--- src/rtl/fifo_ctrl_pkg.sv ---
// Shared types and defaults for the FIFO write-side arbitration logic.
package fifo_ctrl_pkg;

    typedef enum logic {IDLE, GRANT} arb_state_t;

    localparam int NUM_REQ_DEF   = 4;
    localparam int MAX_BURST_DEF = 4;

    // Source-id width; a lone requester still needs one bit to carry an id.
    function automatic int src_w(input int n);
        return (n <= 1) ? 1 : $clog2(n);
    endfunction

endpackage

--- src/rtl/fifo_wr_arbiter_rr_pick.sv ---
// Round-robin picker: first set bit of req at or after ptr, modulo N.
module rr_pick #(
    parameter int N = 4,
    parameter int W = 2
) (
    input  logic [N-1:0] req,
    input  logic [W-1:0] ptr,
    output logic         found,
    output logic [W-1:0] idx
);

    // ptr is always < N, so one conditional subtract is a full modulo.
    function automatic int wrap(input int a);
        return (a >= N) ? a - N : a;
    endfunction

    logic [N-1:0] rot;
    int           off;

    // Rotate the request vector so position 0 is the current pointer.
    always_comb begin
        rot = '0;
        for (int i = 0; i < N; i++)
            rot[i] = req[wrap(int'(ptr) + i)];
    end

    // Priority-encode the rotated vector; lowest offset wins.
    always_comb begin
        found = 1'b0;
        off   = 0;
        for (int i = N - 1; i >= 0; i--) begin
            if (rot[i]) begin
                found = 1'b1;
                off   = i;
            end
        end
    end

    // Un-rotate the winning offset back into a requester index.
    assign idx = W'(wrap(int'(ptr) + off));

endmodule

--- src/rtl/fifo_wr_arbiter.sv ---
// Round-robin arbiter sharing one FIFO write port among NUM_REQ producers.
module fifo_wr_arbiter
    import fifo_ctrl_pkg::*;
#(
    parameter  int NUM_REQ   = NUM_REQ_DEF,
    parameter  int DATA_W    = 128,
    parameter  int MAX_BURST = MAX_BURST_DEF,
    localparam int SRC_W     = src_w(NUM_REQ)
) (
    input  logic                      clk,
    input  logic                      reset,
    input  logic [NUM_REQ-1:0]        req_valid,
    input  logic [NUM_REQ*DATA_W-1:0] req_data,
    input  logic [NUM_REQ-1:0]        req_last,
    output logic [NUM_REQ-1:0]        req_ready,
    input  logic                      fifo_full,
    output logic                      fifo_wren,
    output logic [DATA_W-1:0]         fifo_wrdata,
    output logic [SRC_W-1:0]          grant_id,
    output logic                      busy
);

    localparam int                CNT_W     = $clog2(MAX_BURST + 1);
    localparam logic [SRC_W-1:0]  LAST_IDX  = SRC_W'(NUM_REQ - 1);
    localparam logic [CNT_W-1:0]  BURST_MAX = CNT_W'(MAX_BURST);

    arb_state_t       state, state_nxt;
    logic [SRC_W-1:0] owner, owner_nxt;
    logic [SRC_W-1:0] rr_ptr, rr_ptr_nxt;
    logic [CNT_W-1:0] beat_cnt, beat_cnt_nxt, beat_inc;
    logic             pick_found;
    logic [SRC_W-1:0] pick_idx;
    logic             accept, rel;

    rr_pick #(.N(NUM_REQ), .W(SRC_W)) u_pick (
        .req   (req_valid),
        .ptr   (rr_ptr),
        .found (pick_found),
        .idx   (pick_idx)
    );

    // Word handshake and release detection; a full FIFO blocks both.
    always_comb begin
        busy     = (state == GRANT);
        accept   = busy & req_valid[owner] & ~fifo_full;
        beat_inc = beat_cnt + 1'b1;
        rel      = accept & (req_last[owner] | (beat_inc == BURST_MAX));
    end

    // State and counters; reset aborts any packet in flight.
    always_ff @(posedge clk) begin
        if (reset) begin
            state    <= IDLE;
            owner    <= '0;
            rr_ptr   <= '0;
            beat_cnt <= '0;
        end else begin
            state    <= state_nxt;
            owner    <= owner_nxt;
            rr_ptr   <= rr_ptr_nxt;
            beat_cnt <= beat_cnt_nxt;
        end
    end

    // Next state: pick in IDLE, count beats and hand the pointer on in GRANT.
    always_comb begin
        state_nxt    = state;
        owner_nxt    = owner;
        rr_ptr_nxt   = rr_ptr;
        beat_cnt_nxt = beat_cnt;
        case (state)
            IDLE: begin
                if (pick_found) begin
                    state_nxt    = GRANT;
                    owner_nxt    = pick_idx;
                    beat_cnt_nxt = '0;
                end
            end
            GRANT: begin
                if (accept)
                    beat_cnt_nxt = beat_inc;
                if (rel) begin
                    state_nxt  = IDLE;
                    // Explicit compare so non-power-of-2 NUM_REQ wraps correctly.
                    rr_ptr_nxt = (owner == LAST_IDX) ? '0 : owner + 1'b1;
                end
            end
            default: state_nxt = IDLE;
        endcase
    end

    // Output muxing; everything is held at zero outside a grant.
    always_comb begin
        req_ready   = '0;
        fifo_wren   = 1'b0;
        fifo_wrdata = '0;
        grant_id    = '0;
        if (busy) begin
            req_ready[owner] = ~fifo_full;
            fifo_wren        = accept;
            fifo_wrdata      = req_data[int'(owner)*DATA_W +: DATA_W];
            grant_id         = owner;
        end
    end

endmodule

--- config.mk ---
export PLATFORM = sky130hd
export DESIGN_NAME = fifo_wr_arbiter
export DESIGN_NICKNAME = d
export VERILOG_FILES = /design/src/rtl/fifo_ctrl_pkg.sv /design/src/rtl/fifo_wr_arbiter_rr_pick.sv /design/src/rtl/fifo_wr_arbiter.sv
export SDC_FILE = /design/constraint.sdc
export NUM_CORES = 1
export LEC_CHECK = 0
export BUFFER_PORTS_ARGS = -buffer_cell sky130_fd_sc_hd__buf_4
export CAP_MARGIN = 40
export CORE_AREA = 2 2 256 258
export CTS_BUF_LIST = sky130_fd_sc_hd__clkbuf_16
export DETAILED_ROUTE_END_ITERATION = 12
export DIE_AREA = 0 0 258 260
export GPL_TIMING_DRIVEN = 0
export PLACE_DENSITY = 0.36
export SETUP_SLACK_MARGIN = 0.4
export SKIP_CTS_REPAIR_TIMING = 1
export SLEW_MARGIN = 20
export SYNTH_ARGS = -nofsm -noshare
export SYNTH_HDL_FRONTEND = slang
export SYNTH_SLANG_ARGS = --single-unit
--- constraint.sdc ---
create_clock -name clk -period 4.1 [get_ports clk]
set_input_delay 0 -clock clk [delete_from_list [all_inputs] [get_ports clk]]
set_output_delay 0 -clock clk [all_outputs]
set_load 0.02 [all_outputs]
# ---- Yosys cells after proc, flatten, opt, wreduce, memory -nomap -nowiden
# Index checks and enable logic that the tools add are counted.
# Widths: inputs -> output; s select.
dict set report totals {
  regBits 8
  latch_bits 0
  ramBits 0
  romBits 0
  out_inout_bits 136
  word_cells 84
  memories 0
}
dict set report classes {
  add_sub_neg 11
  n_mul 0
  n_div 0
  n_lt_le_gt_ge 11
  eq_ne 4
  shift 1
  mux 42
  n_bitwise 7
  n_reduce_logical 4
}
# operator n
set op_table {}
lappend op_table {{$shiftx 512x10->128} 1}
lappend op_table {{$lt 32x4->1 const B} 4}
lappend op_table {{$mux 128} 1}
lappend op_table {{$mux 32} 4}
lappend op_table {{$ge 32x4->1 const B} 3}
lappend op_table {{$sub 32x4->32 const B} 3}
lappend op_table {{$mux 1} 18}
lappend op_table {{$mux 2} 7}
lappend op_table {{$bmux 1 s2} 6}
lappend op_table {{$add 2x2->3 const B} 2}
lappend op_table {{$mux 3} 2}
lappend op_table {{$pmux 3 s2} 1}
lappend op_table {{$reduce_and 2->1} 3}
lappend op_table {{$and 4x4->4} 1}
lappend op_table {{$mux 4} 1}
lappend op_table {{$sub 2x3->4 const B} 1}
lappend op_table {{$add 2x1->3 const B} 1}
lappend op_table {{$add 2x2->3} 1}
lappend op_table {{$add 3x1->3 const B} 1}
lappend op_table {{$and 1x1->1} 3}
lappend op_table {{$eq 3x3->1 const B} 1}
lappend op_table {{$ge 2x3->1 const B} 1}
lappend op_table {{$ge 3x3->1 const B} 1}
lappend op_table {{$lt 2x3->1 const B} 1}
lappend op_table {{other kinds (11)} 12}

# ---- Logic depth before layout (Yosys ltp)
# Gate-level depths: netlist (run 1).
dict set report depth {
  depth_word 13
  depth_mapped 9
  ltp_nobuf 9
}

# ---- Modules after synthesis
# A second synthesis (run 1) with hierarchy kept.
dict set report unflattened {
  hier_cells 381
  area_unflattened_um2 4545.6
}
# module instances cells_per_inst area_each_um2
set modules_own_cells {}
lappend modules_own_cells {fifo_wr_arbiter 1 356 4379.2}
lappend modules_own_cells {rr_pick 1 25 166.4}

# ---- Worst setup path before layout (run 1)
# OpenSTA, ideal clock, no wires.
dict set report synth_path {
  path_type {reg-to-reg}
  startpoint {register rr_ptr[0]}
  endpoint {register owner[1]}
  arrival_ns 1.556
  t_required_ns 4.005
  setup_slack_ns 2.449
  path_stages_with_launch 7
  path_buffers 0
  cell_sequence {dfxtp_1 -> or4_1 -> o2111ai_1 -> ha_1 -> xor2_1 -> nand2_1 -> o311ai_1}
}
dict set report synth_via {
  elab_chain_len 13
}
# element line
set synth_rtl {}
lappend synth_rtl {{from (decl)} fifo_wr_arbiter.sv:29} ;# logic [SRC_W-1:0] rr_ptr, rr_ptr_nxt;
lappend synth_rtl {{from (signal assigned)} fifo_wr_arbiter.sv:60} ;# rr_ptr <= rr_ptr_nxt;
lappend synth_rtl {{$add 2x2->3} fifo_wr_arbiter_rr_pick.sv:24} ;# rot[i] = req[wrap(int'(ptr) + i)];
lappend synth_rtl {{$sub 32x4->32 / $ge 32x4->1 (equally long branches)} fifo_wr_arbiter_rr_pick.sv:14} ;# return (a >= N) ? a - N : a;
lappend synth_rtl {{$mux 32} fifo_wr_arbiter_rr_pick.sv:14}
lappend synth_rtl {{$bmux 1 s2} fifo_wr_arbiter_rr_pick.sv:24}
lappend synth_rtl {{$mux 1 (implied by the code) (2 in a row)} fifo_wr_arbiter_rr_pick.sv:24}
lappend synth_rtl {{$mux 2 (4 in a row)} fifo_wr_arbiter_rr_pick.sv:32} ;# if (rot[i]) begin
lappend synth_rtl {{$add 2x2->3} fifo_wr_arbiter_rr_pick.sv:40} ;# assign idx = W'(wrap(int'(ptr) + off));
lappend synth_rtl {{$ge 3x3->1 / $sub 2x1->2 (equally long branches)} fifo_wr_arbiter_rr_pick.sv:14}
lappend synth_rtl {{$mux 2} fifo_wr_arbiter_rr_pick.sv:14}
lappend synth_rtl {{to (signal assigned)} fifo_wr_arbiter.sv:59} ;# owner <= owner_nxt;
lappend synth_rtl {{to (decl)} fifo_wr_arbiter.sv:28} ;# logic [SRC_W-1:0] owner, owner_nxt;
# Several ways; a longest one is shown, not always the timed one. The select of a mux whose other input is x is not followed.
# A chain may end at the register's enable or synchronous reset.

# ---- Worst setup path after layout (run 1)
dict set report layout_path {
  startpoint {register owner[1]}
  endpoint {output port fifo_wrdata[121]}
}
dict set report layout_via {
  elab_chain_len 2
}
# element line
set layout_rtl {}
lappend layout_rtl {{$shiftx 512x10->128} fifo_wr_arbiter.sv:101} ;# fifo_wrdata = req_data[int'(owner)*DATA_W +: DATA_W];
lappend layout_rtl {{$mux 128} fifo_wr_arbiter.sv:98} ;# if (busy) begin
lappend layout_rtl {{to (decl)} fifo_wr_arbiter.sv:18} ;# output logic [DATA_W-1:0] fifo_wrdata,
# No other way between the ends.

==> results.py, run 1 <==
metrics = {
    "place": {
        "dp.cells": 1891,
        "gp_congestion": 0.857,
        "port_buffers": 657,
        "post-dp-hpwl_um": 47400,
    },
    "yosys": {
        "synth_area_um2": 4620,
        "muxShareOfSynthArea": 0.644,
        "synthArstFlopShare": 0,
        "synthXorXnorAreaFrac": 0.00380,
        "synth_area_per_cell_um2": 12.2,
        "syn_nets": 909,
        "synth_compound_area_frac": 0.0217,
        "synth_flop_cell": "dfxtp_1",
        "synth_edf_count": 0,
        "ys_seq_area_frac": 0.0347,
        "synthSimpleGateAreaFrac": 0.213,
        "synth_top_area_frac": 0.639,
        "yosysTopAreaCell": "mux4_2",
        "yosysWarnings": 0,
        "synthCells": 379,
        "ys_types": 33,
        "synthAdderAreaFrac": 0.0190,
        "synth.ff_latch_count": 8,
        "synth_top_family_by_area": "multiplexers",
        "netlist_top_cells_area": "mux4_2, and2_1, dfxtp_1",
    },
    "sta": {
        "hold_violations": 0,
        "rsz0062_at_grt": "no",
        "finalSetupTns_ns": 0,
        "setup_viol": 0,
        "slew_violations": 0,
        "tightestPinTransition_ns": 0.684,
        "min_period_over_period": 0.642,
        "fmax_mhz": 380,
        "maxSlewHeadroom": 0.544,
        "fin_crit_ns": 2.63,
        "fin_skew_ns": 0.00143,
    },
    "global_route": {
        "grt_max_degree": 11,
        "gr-total-overflow": 0,
        "grt_pass1_wl_um": 66000,
        "grt_antenna_before_repair": 35,
        "grt_pass1_vias": 7349,
        "track_usage": 0.144,
    },
    "floorplanning": {
        "die_h_um": 260,
        "rows": 93,
        "core_um2": 64100,
        "dieArea_um2": 67100,
        "die_x_um": 258,
        "initial_core_util": 0.0720,
        "ioPinCount": 659,
    },
    "outcome": {
        "status": "finished clean",
    },
    "finish": {
        "finalNonFillerCells": 1898,
        "areaGrowthSynthToFinish_pct": 132,
        "drive_above_1_share": 0.793,
        "nets": 1571,
    },
    "pwr": {
        "ir_worst_vdd_v": 0.0000863,
        "power.density_nw_per_um2": 164,
        "p_leak_nw": 4.75,
    },
    "clock_tree": {
        "clock_path_buffers": 2,
        "cts_tree": "done",
        "cts_buffers": 3,
        "clock_latency_ns": 0.23,
        "cts_root_buf": "clkbuf_16",
        "ctsHtreeMaxLevel": 1,
        "cts.sinks": 8,
        "clk_pin_slew_ns": 0.04,
    },
    "detailed_routing": {
        "drt-total-wl_um": 51300,
        "final_antenna_net_count": 0,
        "firstDrtPassIters": 4,
        "initialDrtViolationCount": 313,
        "wl_per_cell_um": 27.0,
        "vias": 6712,
        "drc": 0,
        "viasPerCell": 3.54,
    },
    "worst_setup_path": {
        "cp-start-kind": "register",
        "end_kind": "output port",
        "path_max_fanout": 10,
        "critPathRequiredTime_ns": 4.10,
        "path_class": "register to output port",
        "cp.arrival_ns": 2.63,
    },
    "flow_run": {
        "maxCapViolations": 0,
    },
    "hold_path": {
        "min_path_type": "input port to register",
    },
}
cell usage in the layout, fill, tap and decap left out, drive strengths merged:
| cell type | count |
|---|---|
| and3b | 1 |
| mux4 | 131 |
| nand3 | 2 |
| mux2i | 1 |
| a31oi | 1 |
| or3 | 1 |
| diode | 4 |
| and2 | 134 |
| nor2b | 3 |
| nand3b | 1 |
| o21ai | 5 |
| nor4 | 2 |
| ha | 7 |
| o311ai | 1 |
| nor2 | 10 |
| clkbuf | 21 |
| dfxtp | 8 |
| or4 | 1 |
| nand2 | 4 |
| a21oi | 5 |
| buf | 686 |
| o31ai | 1 |
| and3 | 1 |
| nor3b | 1 |
| o211ai | 2 |
| mux2 | 1 |
| inv | 4 |
| or2 | 1 |
| xor2 | 2 |
| o2111ai | 1 |
cells by family (layout without fill, tap and decap cells):
| family | count (synthesis) | count (layout) |
|---|---|---|
| other cells | 0 | 4 |
| mux | 133 | 133 |
| simple gates | 162 | 162 |
| compound gates | 16 | 16 |
| flops | 8 | 8 |
| buf+inv | 51 | 711 |
| fa+ha+maj | 7 | 7 |
| xor+xnor | 2 | 2 |
per-stage QoR:
step           power, W  utilization  setup WS [ns]  cell area (um2)  hold WS, ns
6_report        0.00176        0.167           1.47            10700        0.146
5_1_grt         0.00186        0.167           1.26            10700        0.161
4_1_cts         0.00179        0.167           1.26            10700        0.159
3_5_place_dp    0.00163        0.166           1.51            10600        0.396
3_3_place_gp    0.00162        0.166           1.54            10600        0.401
2_1_floorplan  0.000801            -           2.45             4620        0.277
worst max-delay path, stage by stage, from the launching register on:
cell     delay [ns]
dfxtp_1        0.35
buf_2          0.27
buf_2          0.47
buf_2          0.48
mux4_2         0.43
and2_1         0.21
buf_4          0.16
cell usage after synthesis, drive strengths merged, types with 2 or more instances:
cell type  number
and2          134
mux4          131
buf            29
clkbuf         18
nor2           10
dfxtp           8
ha              7
a21oi           5
o21ai           5
inv             4
nand2           4
nor2b           3
nand3           2
nor4            2
o211ai          2
xor2            2
power by group:
| part | internal (W) | switching [W] | leakage [nW] |
|---|---|---|---|
| clock | 0.000126 | 0.0000372 | 0.0370 |
| combinational | 0.000844 | 0.000666 | 4.65 |
| sequential | 0.0000822 | 0.00000397 | 0.0652 |
state kept, by name, indices dropped and copies added, names as in the netlist:
register and cells:
beat_cnt 3, busy 1, rr_ptr 2, owner 2
final cells by class:
type | count | area, um2
tap | 855 | 1070
buffer | 47 | 279
fill | 7262 | 53400
antenna | 4 | 10.0
multi-input combinational | 320 | 4160
timing repair buffer | 657 | 4930
inverter | 4 | 15.0
clock buffer | 3 | 75.1
sequential | 8 | 160
metal layers:
metal | vias up | share of wire | track usage
met5 | - | 0.0016 | 0
met4 | 12 | 0.0079 | 0.00947
met3 | 54 | 0.081 | 0.0340
met2 | 480 | 0.52 | 0.271
met1 | 3313 | 0.39 | 0.172
li1 | 2853 | - | -
path summary, 6_finish.rpt:
path | startpoint | end | slack [ns] | depth (start not counted)
min | reset | owner[0] | 0.15 | 2
max reg2reg | owner[1] | rr_ptr[1] | 1.82 | 7
min reg2reg | beat_cnt[2] | beat_cnt[2] | 0.52 | 2
max | owner[1] | fifo_wrdata[121] | 1.47 | 6
Power figures use the tool's default switching activity.
==> inputs of run 2 (changes only) <==
Settings changed: CORE_AREA 2 2 256 258 to 2 2 257 259, DIE_AREA 0 0 258 260 to 0 0 259 261, PLACE_DENSITY 0.36 to 0.37.
Clock period 4.1 ns to 2.1 ns, I/O delays scaled along.
==> results.py, run 2 (synthesis results as in run 1) <==
metrics = {
    "outcome": {
        "status": "finished clean",
    },
    "clock_tree": {
        "clock_latency_ns": 0.23,
        "clock_path_buffers": 2,
        "ctsHtreeMaxLevel": 1,
        "clk_pin_slew_ns": 0.04,
        "cts.sinks": 8,
        "cts_tree": "done",
        "cts_root_buf": "clkbuf_16",
        "cts_buffers": 3,
    },
    "worst_setup_path": {
        "cp.arrival_ns": 2.02,
        "max_stage_delay_ns": 0.55,
        "end_kind": "output port",
        "path_max_fanout": 6,
        "critPathRequiredTime_ns": 2.10,
        "path_class": "register to output port",
        "crit_top_cell": "buf_16",
        "worstPathCellList": "buf_12, buf_16, buf_16, mux4_2, and2_4, buf_6",
        "critPathSlowestCell": "mux4_2",
        "cp-start-kind": "register",
    },
    "sta": {
        "finalHoldWorstSlack_ns": 0.207,
        "setup_viol": 0,
        "fin_crit_ns": 2.02,
        "slew_violations": 0,
        "fin_skew_ns": 0.000427,
        "min_period_over_period": 0.962,
        "tightestPinTransition_ns": 0.569,
        "rsz0062_at_grt": "yes",
        "fmax_mhz": 495,
        "hold_violations": 0,
        "maxSlewHeadroom": 0.617,
    },
    "floorplanning": {
        "core_um2": 65000,
        "initial_core_util": 0.0710,
        "dieArea_um2": 67600,
        "die_x_um": 259,
        "rows": 94,
        "die_h_um": 261,
        "ioPinCount": 659,
    },
    "finish": {
        "final_cell_mix": "buf_4, mux4_2, buf_6, and2_4, and2_1",
        "multi_input_area_um2": 4440,
        "fillers": 7308,
        "nets": 1600,
        "reg_top3": "beat_cnt x3, owner x2, rr_ptr x2",
        "regMostFlops": "beat_cnt",
        "layout_commonest_cell": "buf_4",
        "drive_above_1_share": 0.901,
        "finish.instance_area_um2": 12100,
        "areaGrowthSynthToFinish_pct": 162,
        "seqCellArea_um2": 169,
        "largest_register_ffs": 3,
    },
    "pwr": {
        "finalPower_w": 0.00405,
        "power.density_nw_per_um2": 335,
        "p_leak_nw": 5.33,
        "ir_worst_vdd_v": 0.000127,
    },
    "detailed_routing": {
        "wl_per_cell_um": 27.1,
        "viasPerCell": 3.55,
        "initialDrtViolationCount": 272,
        "final_antenna_net_count": 0,
        "firstDrtPassIters": 4,
        "vias": 6871,
        "drc": 0,
        "drt-total-wl_um": 52400,
    },
    "place": {
        "place_area_um2": 10600,
        "port_buffers": 657,
        "gp_congestion": 0.866,
        "post-dp-hpwl_um": 46100,
    },
    "global_route": {
        "gr-total-overflow": 0,
        "grt_pass1_vias": 7244,
        "grt_pass1_wl_um": 63900,
        "grt_max_degree": 11,
        "grt_antenna_before_repair": 24,
        "track_usage": 0.138,
    },
    "flow_run": {
        "maxCapViolations": 0,
    },
    "hold_path": {
        "min_path_type": "input port to register",
    },
}
[run 2: cell types whose count changed in the layout (fill, tap and decap cells not counted), moves of 5 or more]
cell and delta:
buf_12 +13, clkbuf_1 -12, buf_2 -16, and2_4 +82, buf_16 +5, and2_1 -82
clkbuf_2 +12, buf_4 -72, buf_6 +83, clkbuf_16 +13
[run 2: per-layer routing]
layer / global-route usage / part of all wire
met3: 0.0292 / 0.075
met4: 0.0159 / 0.020
met1: 0.163 / 0.38
met2: 0.262 / 0.52
met5: 0 / 0.00078
[run 2: worst max-delay path: cells and delay by family, from the launching register on]
family	cells	cell delay (ns)
buffers and inverters	4	0.59
flip-flops	1	0.38
multiplexers	1	0.55
AND/OR/NAND/NOR	1	0.19
[run 2: worst paths after layout]
path / from / end / slack, ns / cells after the start
setup / recovery: owner[0] / fifo_wrdata[117] / 0.08 / 6
setup reg to reg: owner[0] / rr_ptr[1] / 0.31 / 7
hold / removal: reset / beat_cnt[1] / 0.21 / 2
hold reg to reg: beat_cnt[2] / beat_cnt[2] / 0.50 / 2
[run 2: stage by stage]
step                utilization  TNS (ns)  worst slack, ns  cells
detailed placement        0.164    -20.01           -0.523   1901
finish                    0.186         0           0.0804   1938
global placement          0.163    -19.35           -0.522   1900
global route              0.186         0           0.0461   1934
floorplan                     -         0            0.449    379
CTS                       0.165    -46.05           -0.770   1904
[run 2: cell type report]
type,instances,area share
diodes,6,0.00124
plain buffers,47,0.0449
clock buffers,3,0.00621
inverters,4,0.00166
multi-input cells,320,0.367
flip-flops and latches,8,0.0140
well taps,864,0.0894
repair buffers,686,0.476
[run 2: power breakdown]
| group | internal [W] | switching [W] |
|---|---|---|
| Combinational | 0.00212 | 0.00144 |
| Sequential | 0.000160 | 0.0000112 |
| Clock | 0.000245 | 0.0000746 |
| Total | 0.00253 | 0.00152 |
